<file path="src/rtl/board_pkg.sv">
// rtl/board_pkg.sv - shared types and width helper for the board matcher
//
// Contents:
//   state_e  : evaluation FSM states
//   dir_e    : edge-search directions, in search order
//   addr_w() : index width for a count of items (never less than 1)

package board_pkg;

  typedef enum logic [3:0] {
    COOL,
    IDLE,
    LOAD,
    CHECK,
    RD0,
    RD1,
    CMP,
    SCAN,
    DONE
  } state_e;

  // Search order matters: SCAN advances UP -> RIGHT -> DOWN -> LEFT.
  typedef enum logic [1:0] {
    UP,
    RIGHT,
    DOWN,
    LEFT
  } dir_e;

  function automatic int addr_w(input int n);
    return (n <= 2) ? 1 : $clog2(n);
  endfunction

endpackage

</file>
<file path="src/rtl/board_matcher_sel_encoder.sv">
// rtl/board_matcher_sel_encoder.sv - popcount and highest/lowest set cell of the selection bus
//
// Purely combinational. Row and column of each result come from loop
// constants, so no divider is built.
//
// Ports:
//   sel_i     : one bit per cell, set = selected
//   count_o   : number of selected cells
//   hi_*_o    : index/row/col of the highest selected cell
//   lo_*_o    : index/row/col of the lowest selected cell

module sel_encoder #(
  parameter int ROWS   = 6,
  parameter int COLS   = 6,
  parameter int N      = ROWS * COLS,
  parameter int ADDR_W = 6,
  parameter int RC_W   = 3,
  parameter int CNT_W  = 6
) (
  input  logic [N-1:0]      sel_i,
  output logic [CNT_W-1:0]  count_o,
  output logic [ADDR_W-1:0] hi_idx_o,
  output logic [RC_W-1:0]   hi_row_o,
  output logic [RC_W-1:0]   hi_col_o,
  output logic [ADDR_W-1:0] lo_idx_o,
  output logic [RC_W-1:0]   lo_row_o,
  output logic [RC_W-1:0]   lo_col_o
);

  // Ascending scan: the last hit is the highest index.
  always_comb begin
    count_o  = '0;
    hi_idx_o = '0;
    hi_row_o = '0;
    hi_col_o = '0;
    for (int i = 0; i < N; i++) begin
      if (sel_i[i]) begin
        count_o  = count_o + CNT_W'(1);
        hi_idx_o = ADDR_W'(i);
        hi_row_o = RC_W'(i / COLS);
        hi_col_o = RC_W'(i % COLS);
      end
    end
  end

  // Descending scan: the last hit is the lowest index.
  always_comb begin
    lo_idx_o = '0;
    lo_row_o = '0;
    lo_col_o = '0;
    for (int i = N - 1; i >= 0; i--) begin
      if (sel_i[i]) begin
        lo_idx_o = ADDR_W'(i);
        lo_row_o = RC_W'(i / COLS);
        lo_col_o = RC_W'(i % COLS);
      end
    end
  end

endmodule

</file>
<file path="src/rtl/board_matcher.sv">
// rtl/board_matcher.sv - two-card match evaluator with edge-path search
//
// Optional feature macro: BOARD_MATCHER_DIRECT_EN (direct-line test before
// the edge search when both cards share a row or column).
//
// Ports:
//   clk        : clock, rising edge
//   rst        : asynchronous active-high reset
//   sel_bus    : bit i = cell i selected
//   hidden_bus : bit i = cell i removed
//   color      : board read data, valid the cycle after addr
//   addr       : registered board read address
//   ms / mf    : one-cycle match success / failure pulse
//   en_input   : high while idle and accepting user input

module board_matcher
  import board_pkg::*;
#(
  parameter  int ROWS     = 6,
  parameter  int COLS     = 6,
  parameter  int COLOR_W  = 8,
  parameter  int COOLDOWN = 3,
  localparam int N        = ROWS * COLS,
  localparam int ADDR_W   = addr_w(N)
) (
  input  logic               clk,
  input  logic               rst,
  input  logic [N-1:0]       sel_bus,
  input  logic [N-1:0]       hidden_bus,
  input  logic [COLOR_W-1:0] color,
  output logic [ADDR_W-1:0]  addr,
  output logic               ms,
  output logic               mf,
  output logic               en_input
);

  localparam int RC_W  = addr_w((ROWS > COLS) ? ROWS : COLS);
  localparam int CNT_W = addr_w(N + 1);
  localparam int CD_W  = addr_w(COOLDOWN + 1);

  localparam logic [ADDR_W-1:0] A_ONE  = ADDR_W'(1);
  localparam logic [ADDR_W-1:0] A_COLS = ADDR_W'(COLS);
  localparam logic [RC_W-1:0]   RC_ONE = RC_W'(1);
  localparam logic [RC_W-1:0]   R_LAST = RC_W'(ROWS - 1);
  localparam logic [RC_W-1:0]   C_LAST = RC_W'(COLS - 1);
  localparam logic [CD_W-1:0]   CD_ONE = CD_W'(1);
  localparam logic [CD_W-1:0]   CD_INI = CD_W'(COOLDOWN);

  // Encoder outputs
  logic [CNT_W-1:0]  sel_cnt;
  logic [ADDR_W-1:0] hi_idx, lo_idx;
  logic [RC_W-1:0]   hi_row, hi_col, lo_row, lo_col;

  sel_encoder #(
    .ROWS   (ROWS),
    .COLS   (COLS),
    .N      (N),
    .ADDR_W (ADDR_W),
    .RC_W   (RC_W),
    .CNT_W  (CNT_W)
  ) u_sel_encoder (
    .sel_i    (sel_bus),
    .count_o  (sel_cnt),
    .hi_idx_o (hi_idx),
    .hi_row_o (hi_row),
    .hi_col_o (hi_col),
    .lo_idx_o (lo_idx),
    .lo_row_o (lo_row),
    .lo_col_o (lo_col)
  );

  state_e              state_q, state_d;
  logic [CD_W-1:0]     cnt_q, cnt_d;
  logic [ADDR_W-1:0]   c0_idx_q, c0_idx_d, c1_idx_q, c1_idx_d;
  logic [RC_W-1:0]     c0_row_q, c0_row_d, c0_col_q, c0_col_d;
  logic [RC_W-1:0]     c1_row_q, c1_row_d, c1_col_q, c1_col_d;
  logic [N-1:0]        hid_q, hid_d;
  logic [COLOR_W-1:0]  c0_color_q, c0_color_d;
  dir_e                dir_q, dir_d;
  logic [ADDR_W-1:0]   walk_idx_q, walk_idx_d;
  logic [RC_W-1:0]     walk_row_q, walk_row_d, walk_col_q, walk_col_d;
  logic                from_c1_q, from_c1_d;
  logic [ADDR_W-1:0]   addr_q, addr_d;
  logic                ms_q, ms_d, mf_q, mf_d;
`ifdef BOARD_MATCHER_DIRECT_EN
  logic                direct_q, direct_d;
`endif

  // One-cell neighbour of the walker in the current direction.
  logic [ADDR_W-1:0] nxt_idx;
  logic [RC_W-1:0]   nxt_row, nxt_col;
  logic              at_border, nxt_hidden;

  always_comb begin
    nxt_idx   = walk_idx_q;
    nxt_row   = walk_row_q;
    nxt_col   = walk_col_q;
    at_border = 1'b0;
    case (dir_q)
      UP: begin
        at_border = (walk_row_q == '0);
        nxt_idx   = walk_idx_q - A_COLS;
        nxt_row   = walk_row_q - RC_ONE;
      end
      RIGHT: begin
        at_border = (walk_col_q == C_LAST);
        nxt_idx   = walk_idx_q + A_ONE;
        nxt_col   = walk_col_q + RC_ONE;
      end
      DOWN: begin
        at_border = (walk_row_q == R_LAST);
        nxt_idx   = walk_idx_q + A_COLS;
        nxt_row   = walk_row_q + RC_ONE;
      end
      default: begin
        at_border = (walk_col_q == '0);
        nxt_idx   = walk_idx_q - A_ONE;
        nxt_col   = walk_col_q - RC_ONE;
      end
    endcase
    // The neighbour index is off-board when at the border; never look it up.
    nxt_hidden = !at_border && hid_q[nxt_idx];
  end

  always_comb begin
    state_d    = state_q;
    cnt_d      = cnt_q;
    c0_idx_d   = c0_idx_q;
    c0_row_d   = c0_row_q;
    c0_col_d   = c0_col_q;
    c1_idx_d   = c1_idx_q;
    c1_row_d   = c1_row_q;
    c1_col_d   = c1_col_q;
    hid_d      = hid_q;
    c0_color_d = c0_color_q;
    dir_d      = dir_q;
    walk_idx_d = walk_idx_q;
    walk_row_d = walk_row_q;
    walk_col_d = walk_col_q;
    from_c1_d  = from_c1_q;
    addr_d     = '0;
    ms_d       = 1'b0;
    mf_d       = 1'b0;
`ifdef BOARD_MATCHER_DIRECT_EN
    direct_d   = direct_q;
`endif

    case (state_q)
      COOL: begin
        if (cnt_q <= CD_ONE) state_d = IDLE;
        else                 cnt_d   = cnt_q - CD_ONE;
      end

      IDLE: begin
        if (sel_cnt == CNT_W'(2)) begin
          state_d  = LOAD;
          c0_idx_d = hi_idx;
          c0_row_d = hi_row;
          c0_col_d = hi_col;
          c1_idx_d = lo_idx;
          c1_row_d = lo_row;
          c1_col_d = lo_col;
        end
      end

      LOAD: begin
        hid_d   = hidden_bus;
        state_d = CHECK;
      end

      CHECK: begin
        if (hid_q[c0_idx_q] || hid_q[c1_idx_q]) begin
          state_d = IDLE;
        end else begin
          state_d = RD0;
          addr_d  = c0_idx_q;
        end
      end

      RD0: begin
        state_d = RD1;
        addr_d  = c1_idx_q;
      end

      RD1: begin
        c0_color_d = color;
        state_d    = CMP;
      end

      // color now carries c1 and is compared directly.
      CMP: begin
        if (c0_color_q != color) begin
          mf_d    = 1'b1;
          state_d = DONE;
        end else begin
          state_d    = SCAN;
          dir_d      = UP;
          walk_idx_d = c0_idx_q;
          walk_row_d = c0_row_q;
          walk_col_d = c0_col_q;
          from_c1_d  = 1'b0;
`ifdef BOARD_MATCHER_DIRECT_EN
          // coord0 is the higher index, so coord1 lies to its left or above.
          if (c0_row_q == c1_row_q) begin
            direct_d = 1'b1;
            dir_d    = LEFT;
          end else if (c0_col_q == c1_col_q) begin
            direct_d = 1'b1;
            dir_d    = UP;
          end
`endif
        end
      end

      SCAN: begin
`ifdef BOARD_MATCHER_DIRECT_EN
        if (direct_q) begin
          if (nxt_idx == c1_idx_q) begin
            ms_d     = 1'b1;
            direct_d = 1'b0;
            state_d  = DONE;
          end else if (nxt_hidden) begin
            walk_idx_d = nxt_idx;
            walk_row_d = nxt_row;
            walk_col_d = nxt_col;
          end else begin
            direct_d   = 1'b0;
            dir_d      = UP;
            walk_idx_d = c0_idx_q;
            walk_row_d = c0_row_q;
            walk_col_d = c0_col_q;
          end
        end else begin
`endif
          if (at_border) begin
            if (!from_c1_q) begin
              walk_idx_d = c1_idx_q;
              walk_row_d = c1_row_q;
              walk_col_d = c1_col_q;
              from_c1_d  = 1'b1;
            end else begin
              ms_d    = 1'b1;
              state_d = DONE;
            end
          end else if (nxt_hidden) begin
            walk_idx_d = nxt_idx;
            walk_row_d = nxt_row;
            walk_col_d = nxt_col;
          end else if (dir_q == LEFT) begin
            mf_d    = 1'b1;
            state_d = DONE;
          end else begin
            dir_d      = dir_e'(dir_q + 2'd1);
            walk_idx_d = c0_idx_q;
            walk_row_d = c0_row_q;
            walk_col_d = c0_col_q;
            from_c1_d  = 1'b0;
          end
`ifdef BOARD_MATCHER_DIRECT_EN
        end
`endif
      end

      DONE: begin
        state_d = COOL;
        cnt_d   = CD_INI;
      end

      default: begin
        state_d = COOL;
        cnt_d   = CD_INI;
      end
    endcase
  end

  always_ff @(posedge clk or posedge rst) begin
    if (rst) begin
      state_q    <= COOL;
      cnt_q      <= CD_INI;
      c0_idx_q   <= '0;
      c0_row_q   <= '0;
      c0_col_q   <= '0;
      c1_idx_q   <= '0;
      c1_row_q   <= '0;
      c1_col_q   <= '0;
      hid_q      <= '0;
      c0_color_q <= '0;
      dir_q      <= UP;
      walk_idx_q <= '0;
      walk_row_q <= '0;
      walk_col_q <= '0;
      from_c1_q  <= 1'b0;
      addr_q     <= '0;
      ms_q       <= 1'b0;
      mf_q       <= 1'b0;
`ifdef BOARD_MATCHER_DIRECT_EN
      direct_q   <= 1'b0;
`endif
    end else begin
      state_q    <= state_d;
      cnt_q      <= cnt_d;
      c0_idx_q   <= c0_idx_d;
      c0_row_q   <= c0_row_d;
      c0_col_q   <= c0_col_d;
      c1_idx_q   <= c1_idx_d;
      c1_row_q   <= c1_row_d;
      c1_col_q   <= c1_col_d;
      hid_q      <= hid_d;
      c0_color_q <= c0_color_d;
      dir_q      <= dir_d;
      walk_idx_q <= walk_idx_d;
      walk_row_q <= walk_row_d;
      walk_col_q <= walk_col_d;
      from_c1_q  <= from_c1_d;
      addr_q     <= addr_d;
      ms_q       <= ms_d;
      mf_q       <= mf_d;
`ifdef BOARD_MATCHER_DIRECT_EN
      direct_q   <= direct_d;
`endif
    end
  end

  assign addr     = addr_q;
  assign ms       = ms_q;
  assign mf       = mf_q;
  assign en_input = (state_q == COOL) || (state_q == IDLE);

endmodule

</file>
<file path="config.mk">
export PLATFORM = sky130hd
export DESIGN_NAME = board_matcher
export DESIGN_NICKNAME = d
export VERILOG_FILES = /design/src/rtl/board_pkg.sv /design/src/rtl/board_matcher_sel_encoder.sv /design/src/rtl/board_matcher.sv
export SDC_FILE = /design/constraint.sdc
export NUM_CORES = 1
export LEC_CHECK = 0
export ABC_CLOCK_PERIOD_IN_PS = 7970
export BUFFER_PORTS_ARGS = -buffer_cell sky130_fd_sc_hd__clkbuf_2
export CAP_MARGIN = 10
export CORE_MARGIN = 2
export CORE_UTILIZATION = 44
export CTS_CLUSTER_DIAMETER = 120
export DETAILED_ROUTE_END_ITERATION = 8
export GPL_TIMING_DRIVEN = 0
export PLACE_DENSITY = 0.62
export SKIP_CTS_REPAIR_TIMING = 1
export SYNTH_ARGS = -nofsm -noshare
export SYNTH_HDL_FRONTEND = slang
export SYNTH_SLANG_ARGS = --single-unit
</file>
<file path="constraint.sdc">
create_clock -name clk -period 7.97 [get_ports clk]
set_clock_uncertainty 0.2 [all_clocks]
set_input_delay 1.594 -clock clk [delete_from_list [all_inputs] [get_ports clk]]
set_output_delay 1.594 -clock clk [all_outputs]
set_load 0.05 [all_outputs]
</file>
After elaboration in Yosys (flattened, before gate mapping):

Index checks and enable logic that the tools add are counted.

* word-level logic and storage cells: 418
* bits of input ports: 82
* memories: 0
* register bits: 97
* memory bits (writable): 0
* output and inout port bits: 9
* latch bits: 0
* bits in read-only memories: 0

* add/subtract/negate cells: 45
* eq/ne operators: 29
* muxes and demuxes: 302
* divide/modulo/power cells: 0
* reduce and logical (&&, ||, !) cells: 19
* magnitude comparators: 4
* bitwise gates (word level): 1
* shift-type cells: 0
* multipliers: 0

Operator list (count)
* 6-bit 2-to-1 mux: 111
* 3-bit 2-to-1 mux: 128
* 6-bit by 1-bit adder with 6-bit output, second input constant: 35
* 2-bit 2-to-1 mux: 17
* 4-bit case mux with 8 select lines: 1
* 4-bit 2-to-1 mux: 7
* 3-bit case mux with 2 select lines: 4
* 6-bit case mux with 2 select lines: 2
* 1-bit 2-to-1 mux: 23
* 6-bit by 7-bit < comparator with 1-bit output, second input constant: 3
* 5-bit AND reduction: 4
* 1-bit binary-select mux with 6-bit select: 3
* 6-bit case mux with 3 select lines: 1
* 4-bit by 3-bit == test with 1-bit output, second input constant: 4
* 3-bit inequality test, second input constant: 5
* 2-bit inequality test, second input constant: 7
* 4-bit by 2-bit == test with 1-bit output, second input constant: 2
* 4-bit inequality test, second input constant: 2
* 8-bit inequality test: 1
* 2-bit case mux with 2 select lines: 2
* 4-bit AND reduction: 2
* 7-bit OR reduction: 1
* 3-bit by 1-bit adder with 3-bit output, second input constant: 2
* 6-bit by 3-bit adder with 6-bit output, second input constant: 1
* other kinds (25): 32

Depth between registers and ports, before layout:

* word-level depth: 74
* mapped depth: 109
* mapped depth without buffers: 108

Hierarchy:

From an unflattened synthesis, not the netlist that was laid out.

* cells, all modules: 1456
* area, all modules: 12579.6 um^2

Modules (own cells, without submodules)
* sel_encoder: instances 1, cells each 928, area each 6399.9 um^2, sequential area each 0.0 um^2
* board_matcher: instances 1, cells each 528, area each 6179.7 um^2, sequential area each 2429.8 um^2

Worst setup path after synthesis:

Ideal clock, no wire load.

* kind: in2reg
* start point: input port sel_bus[1]
* end point: register c0_idx_q[0]
* library setup time: 0.125 ns
* path slack: -14.778 ns
* arrival: 22.423 ns
* path buffers: 1
* data required time: 7.645 ns
* stages: 107
* cells stage by stage: inv_1 ha_1 xor2_1 ha_1 mux2_2 ha_1 nand2_1 a21bo_2 ha_1 nor2b_1 a31oi_1 nand2_1 inv_1 ha_1 nand2_1 o21ai_0 ha_1 a21oi_1 (+71 left out) mux2_2 ha_1 mux2i_1 inv_1 ha_1 nand2_1 o21ai_0 ha_1 mux2_2 ha_1 nand4b_1 a32oi_1 mux2_2 nand2_1 a21o_1 nor3b_4 buf_6 mux2_4

* cells in the longest elaborated chain, start to end: 71
* elaborated cells between the ends (all ways): 106
* those cells by class: add/sub (34); eq/ne (1); mux (70); reduce/logical (1)

RTL lines
* from (decl): RTL line board_matcher.sv:28 `input logic [N-1:0] sel_bus,`
* 6-bit 2-to-1 mux: RTL line board_matcher_sel_encoder.sv:37 `if (sel_i[i]) begin`
* 6-bit by 1-bit adder with 6-bit output: RTL line board_matcher_sel_encoder.sv:38 `count_o = count_o + CNT_W'(1);`
* 6-bit 2-to-1 mux: RTL line board_matcher_sel_encoder.sv:37
* 6-bit by 1-bit adder with 6-bit output: RTL line board_matcher_sel_encoder.sv:38
* 6-bit 2-to-1 mux: RTL line board_matcher_sel_encoder.sv:37
* 6-bit by 1-bit adder with 6-bit output: RTL line board_matcher_sel_encoder.sv:38
* 6-bit 2-to-1 mux: RTL line board_matcher_sel_encoder.sv:37
* 6-bit by 1-bit adder with 6-bit output: RTL line board_matcher_sel_encoder.sv:38
* (+55 left out)
* 6-bit by 1-bit adder with 6-bit output: RTL line board_matcher_sel_encoder.sv:38
* 6-bit 2-to-1 mux: RTL line board_matcher_sel_encoder.sv:37
* 6-bit by 1-bit adder with 6-bit output: RTL line board_matcher_sel_encoder.sv:38
* 6-bit 2-to-1 mux: RTL line board_matcher_sel_encoder.sv:37
* 6-bit by 1-bit adder with 6-bit output: RTL line board_matcher_sel_encoder.sv:38
* 6-bit 2-to-1 mux: RTL line board_matcher_sel_encoder.sv:37
* 6-bit by 2-bit == test with 1-bit output: RTL line board_matcher.sv:155 `if (sel_cnt == CNT_W'(2)) begin`
* 2-bit AND reduction (no line)
* to (signal assigned): RTL line board_matcher.sv:302 `c0_idx_q <= c0_idx_d;`
* to (decl): RTL line board_matcher.sv:74 `logic [ADDR_W-1:0] c0_idx_q, c0_idx_d, c1_idx_q, c1_idx_d;`

Several ways; a longest one is shown, not always the timed one.
A chain may end at the register's enable or synchronous reset.

Worst setup path in the final report:

* start point: input port sel_bus[1]
* end point: register c0_idx_q[1]

* cells in the longest elaborated chain, start to end: 71

RTL lines (RTL line)
* 6-bit 2-to-1 mux *: board_matcher_sel_encoder.sv:37
* 6-bit by 1-bit adder with 6-bit output: board_matcher_sel_encoder.sv:38
* 6-bit 2-to-1 mux *: board_matcher_sel_encoder.sv:37
* 6-bit by 1-bit adder with 6-bit output: board_matcher_sel_encoder.sv:38
* 6-bit 2-to-1 mux *: board_matcher_sel_encoder.sv:37
* 6-bit by 1-bit adder with 6-bit output: board_matcher_sel_encoder.sv:38
* 6-bit 2-to-1 mux *: board_matcher_sel_encoder.sv:37
* 6-bit by 1-bit adder with 6-bit output: board_matcher_sel_encoder.sv:38
* (+55 left out)
* 6-bit by 1-bit adder with 6-bit output: board_matcher_sel_encoder.sv:38
* 6-bit 2-to-1 mux *: board_matcher_sel_encoder.sv:37
* 6-bit by 1-bit adder with 6-bit output: board_matcher_sel_encoder.sv:38
* 6-bit 2-to-1 mux *: board_matcher_sel_encoder.sv:37
* 6-bit by 1-bit adder with 6-bit output: board_matcher_sel_encoder.sv:38
* 6-bit 2-to-1 mux *: board_matcher_sel_encoder.sv:37
* 6-bit by 2-bit == test with 1-bit output *: board_matcher.sv:155
* 2-bit AND reduction (no line) *

Every way passes the cells marked *; elsewhere a longest branch is shown, timed or not.

==> results.cfg <==
[job]
cap_violations = 0

[cts]
path_clk_slew_ns = 0.07
cts.path.max_buffers = 2
cts_tree = done
htree_levels = 3
cts.sinks = 95
cts_buffers = 9
cts_root_buffer = clkbuf_16
clkLatencyLatePin_ns = 0.35

[logic_synthesis]
yosys.area.top_type = dfrtp_1
synth_edf_count = 0
yosys-top-cells-area = dfrtp_1, xnor2_1, mux4_2
syn_avg_cell_area_sq_um = 9.08
ys_seq_elements = 95
synth_ff_type = dfrtp_1
synth_async_sr_flop_share_pct = 100
yosysTopAreaCellShare_pct = 20.8
synth.distinct_cells = 93
syn-num-nets = 1367
ys_top_cells_by_count = nand2_1, dfrtp_1, nor2_1, xnor2_1, a21oi_1
synth-warning-count = 0
yosysSeqAreaShare_pct = 21.3
synth.cell_area_sq_um = 11200
netlist_instances = 1233
yosysMostFrequentCell = nand2_1

[setup_path]
cp-start-kind = input port
critical_path.endpoint_type = flop
worstPathArrival_ns = 21.49
cp_common_cell = ha_4
criticalPathCategory = in2reg
cpPeakStageDelay_ns = 0.39
crit_fanout = 5
cp_num_buf_inv = 9
worst_path_max_delay_cell = a221o_1
critPathTopFamily = adder cells
cp.required_ns = 8.00

[global_route]
grt_pass1_wl_mm = 45.7
grt_overflow_total = 0
grt_max_degree = 56
track_usage_pct = 20.8
antenna_found_initial = 0
grt_pass1_vias = 9226

[cells_and_area]
seqCellArea_sq_um = 2380
final_layout_size_suffix_gt1_share_pct = 28.6
nFillCells = 2324
instances_no_fill = 1706
area_growth_syn_to_layout_pct = 20.4
utilization_pct = 53.7
finalNetCount = 1504
multiInputGateArea_sq_um = 9120

[floorplan]
rows = 58
io_pins = 91
start_util_pct = 44.6
die_h_um = 164
die_area_sq_um = 26700
design.core.area_sq_um = 25100
fp.dieW_um = 164

[timing]
fin_crit_sh_pct = 269
period_minus_slack_ns = 21.46
finalHoldViolCount = 0
maxSlewViolCount = 0
worst_pin_slew_ns = 1.29
rsz0062_at_grt = true
worst_slack_ns = -13.49
fmax_mhz = 46.6
slew-limit-headroom_pct = 13.4
setup_viol = 24

[place]
portBuffers = 71
place.gp.congestion = 0.850
place_inst = 1637
hpwl_mm = 21.6

[drt]
routed_wl_mm = 28.0
post_drt_wl_per_cell_um = 16.4
detail-route-antenna-nets = 0
drt_iter0_markers = 470
vias = 9572
drc = 0
drtPass1Iterations = 5
via_per_inst = 5.61

[min_path]
hp-class = reg2reg

[run_status]
status = finished with violations
violations = setup timing
-- cell type report --
cell class | count | share of cell area (%)
clock inverter | 4 | 0.241
multi-input combinational | 1029 | 67.7
timing repair buffer | 126 | 6.15
sequential | 95 | 17.7
clock buffer | 12 | 1.75
inverter | 53 | 1.62
antenna | 1 | 0.0186
buffer | 56 | 1.81
tap | 330 | 3.06
-- layer usage --
layer | GRT usage (%) | part of all wire (%) | vias to the layer above
met1 | 28.2 | 46 | 4574
met3 | 1.98 | 3.4 | 36
li1 | - | - | 4769
met5 | 0 | 0 | -
met2 | 35.7 | 48 | 193
met4 | 5.50 | 1.9 | 0
-- registers in the layout (all words and copies together) (netlist names), 3 cells and up --
signal      flops
walk_col_q      3
addr            6
state_q         4
walk_idx_q      6
walk_row_q      3
c1_row_q        3
c0_color_q      8
c0_idx_q        6
hid_q          36
c0_row_q        3
c1_idx_q        6
-- worst register-to-register path, cell delays in order, from the launching register on --
cell,delay (ns)
dfrtp_1,0.45
inv_1,0.11
ha_1,0.25
clkbuf_1,0.27
nor2_1,0.25
xnor2_1,1.05
mux4_2,0.46
nor2b_1,0.15
a211oi_1,0.25
a211oi_1,0.07
o21ai_0,0.33
o31a_1,0.39
nor2b_1,0.27
nand2_1,0.09
a21o_1,0.20
nand3_1,0.24
o21bai_1,0.30
mux2_2,0.38
-- path summary, 6_finish.rpt --
kind	from	end	slack, ns	cells after the start
max	sel_bus[1]	c0_idx_q[1]$_DFFE_PP0P_	-13.49	109
min reg2reg	cnt_q[1]$_DFFE_PP1P_	cnt_q[1]$_DFFE_PP1P_	0.31	2
min	cnt_q[1]$_DFFE_PP1P_	cnt_q[1]$_DFFE_PP1P_	0.31	2
min in group asynchronous	rst	hid_q[8]$_DFFE_PP0P_	1.08	2
max reg2reg	dir_q[0]$_DFFE_PP0P_	walk_col_q[0]$_DFFE_PP0P_	2.16	17
max in group asynchronous	rst	c0_col_q[2]$_DFFE_PP0P_	5.84	3
-- logic make-up after synthesis --
family / synth area share [%]
DFF: 21.3
AOI/OAI and AO/OA: 16.9
and+or+nand+nor: 16.8
buffers and inverters: 3.92
xor gates and xnor gates: 17.9
adders and majority gates: 6.26
muxes: 17.0
-- placed cells by master, fill, tap and decap left out, types with 28 or more instances in the layout --
master      n
a21oi_1    77
clkbuf_2   70
buf_4      49
dfrtp_1    93
o21ai_0    58
ha_4       28
mux2_4     31
xor2_1     35
clkbuf_1   44
mux2_2     49
inv_1      43
mux4_2     31
nor3_1     32
nand2_1   114
nor2_1     84
xnor2_1    87
-- per-stage QoR --
stage	setup slack, ns	cell area [sq um]	hold slack, ns	setup TNS (ns)
2_1_floorplan	-13.62	11600	0.258	-325.35
3_3_place_gp	-15.37	12300	0.270	-367.10
3_5_place_dp	-15.55	12400	0.276	-371.46
4_1_cts	-15.26	12700	0.290	-364.41
5_1_grt	-14.14	13500	0.336	-337.86
6_report	-13.49	13500	0.306	-322.18
Power is left out: the tool's default activity adds up to more than one toggle a clock period on the data nets, which glitch-free logic cannot reach.
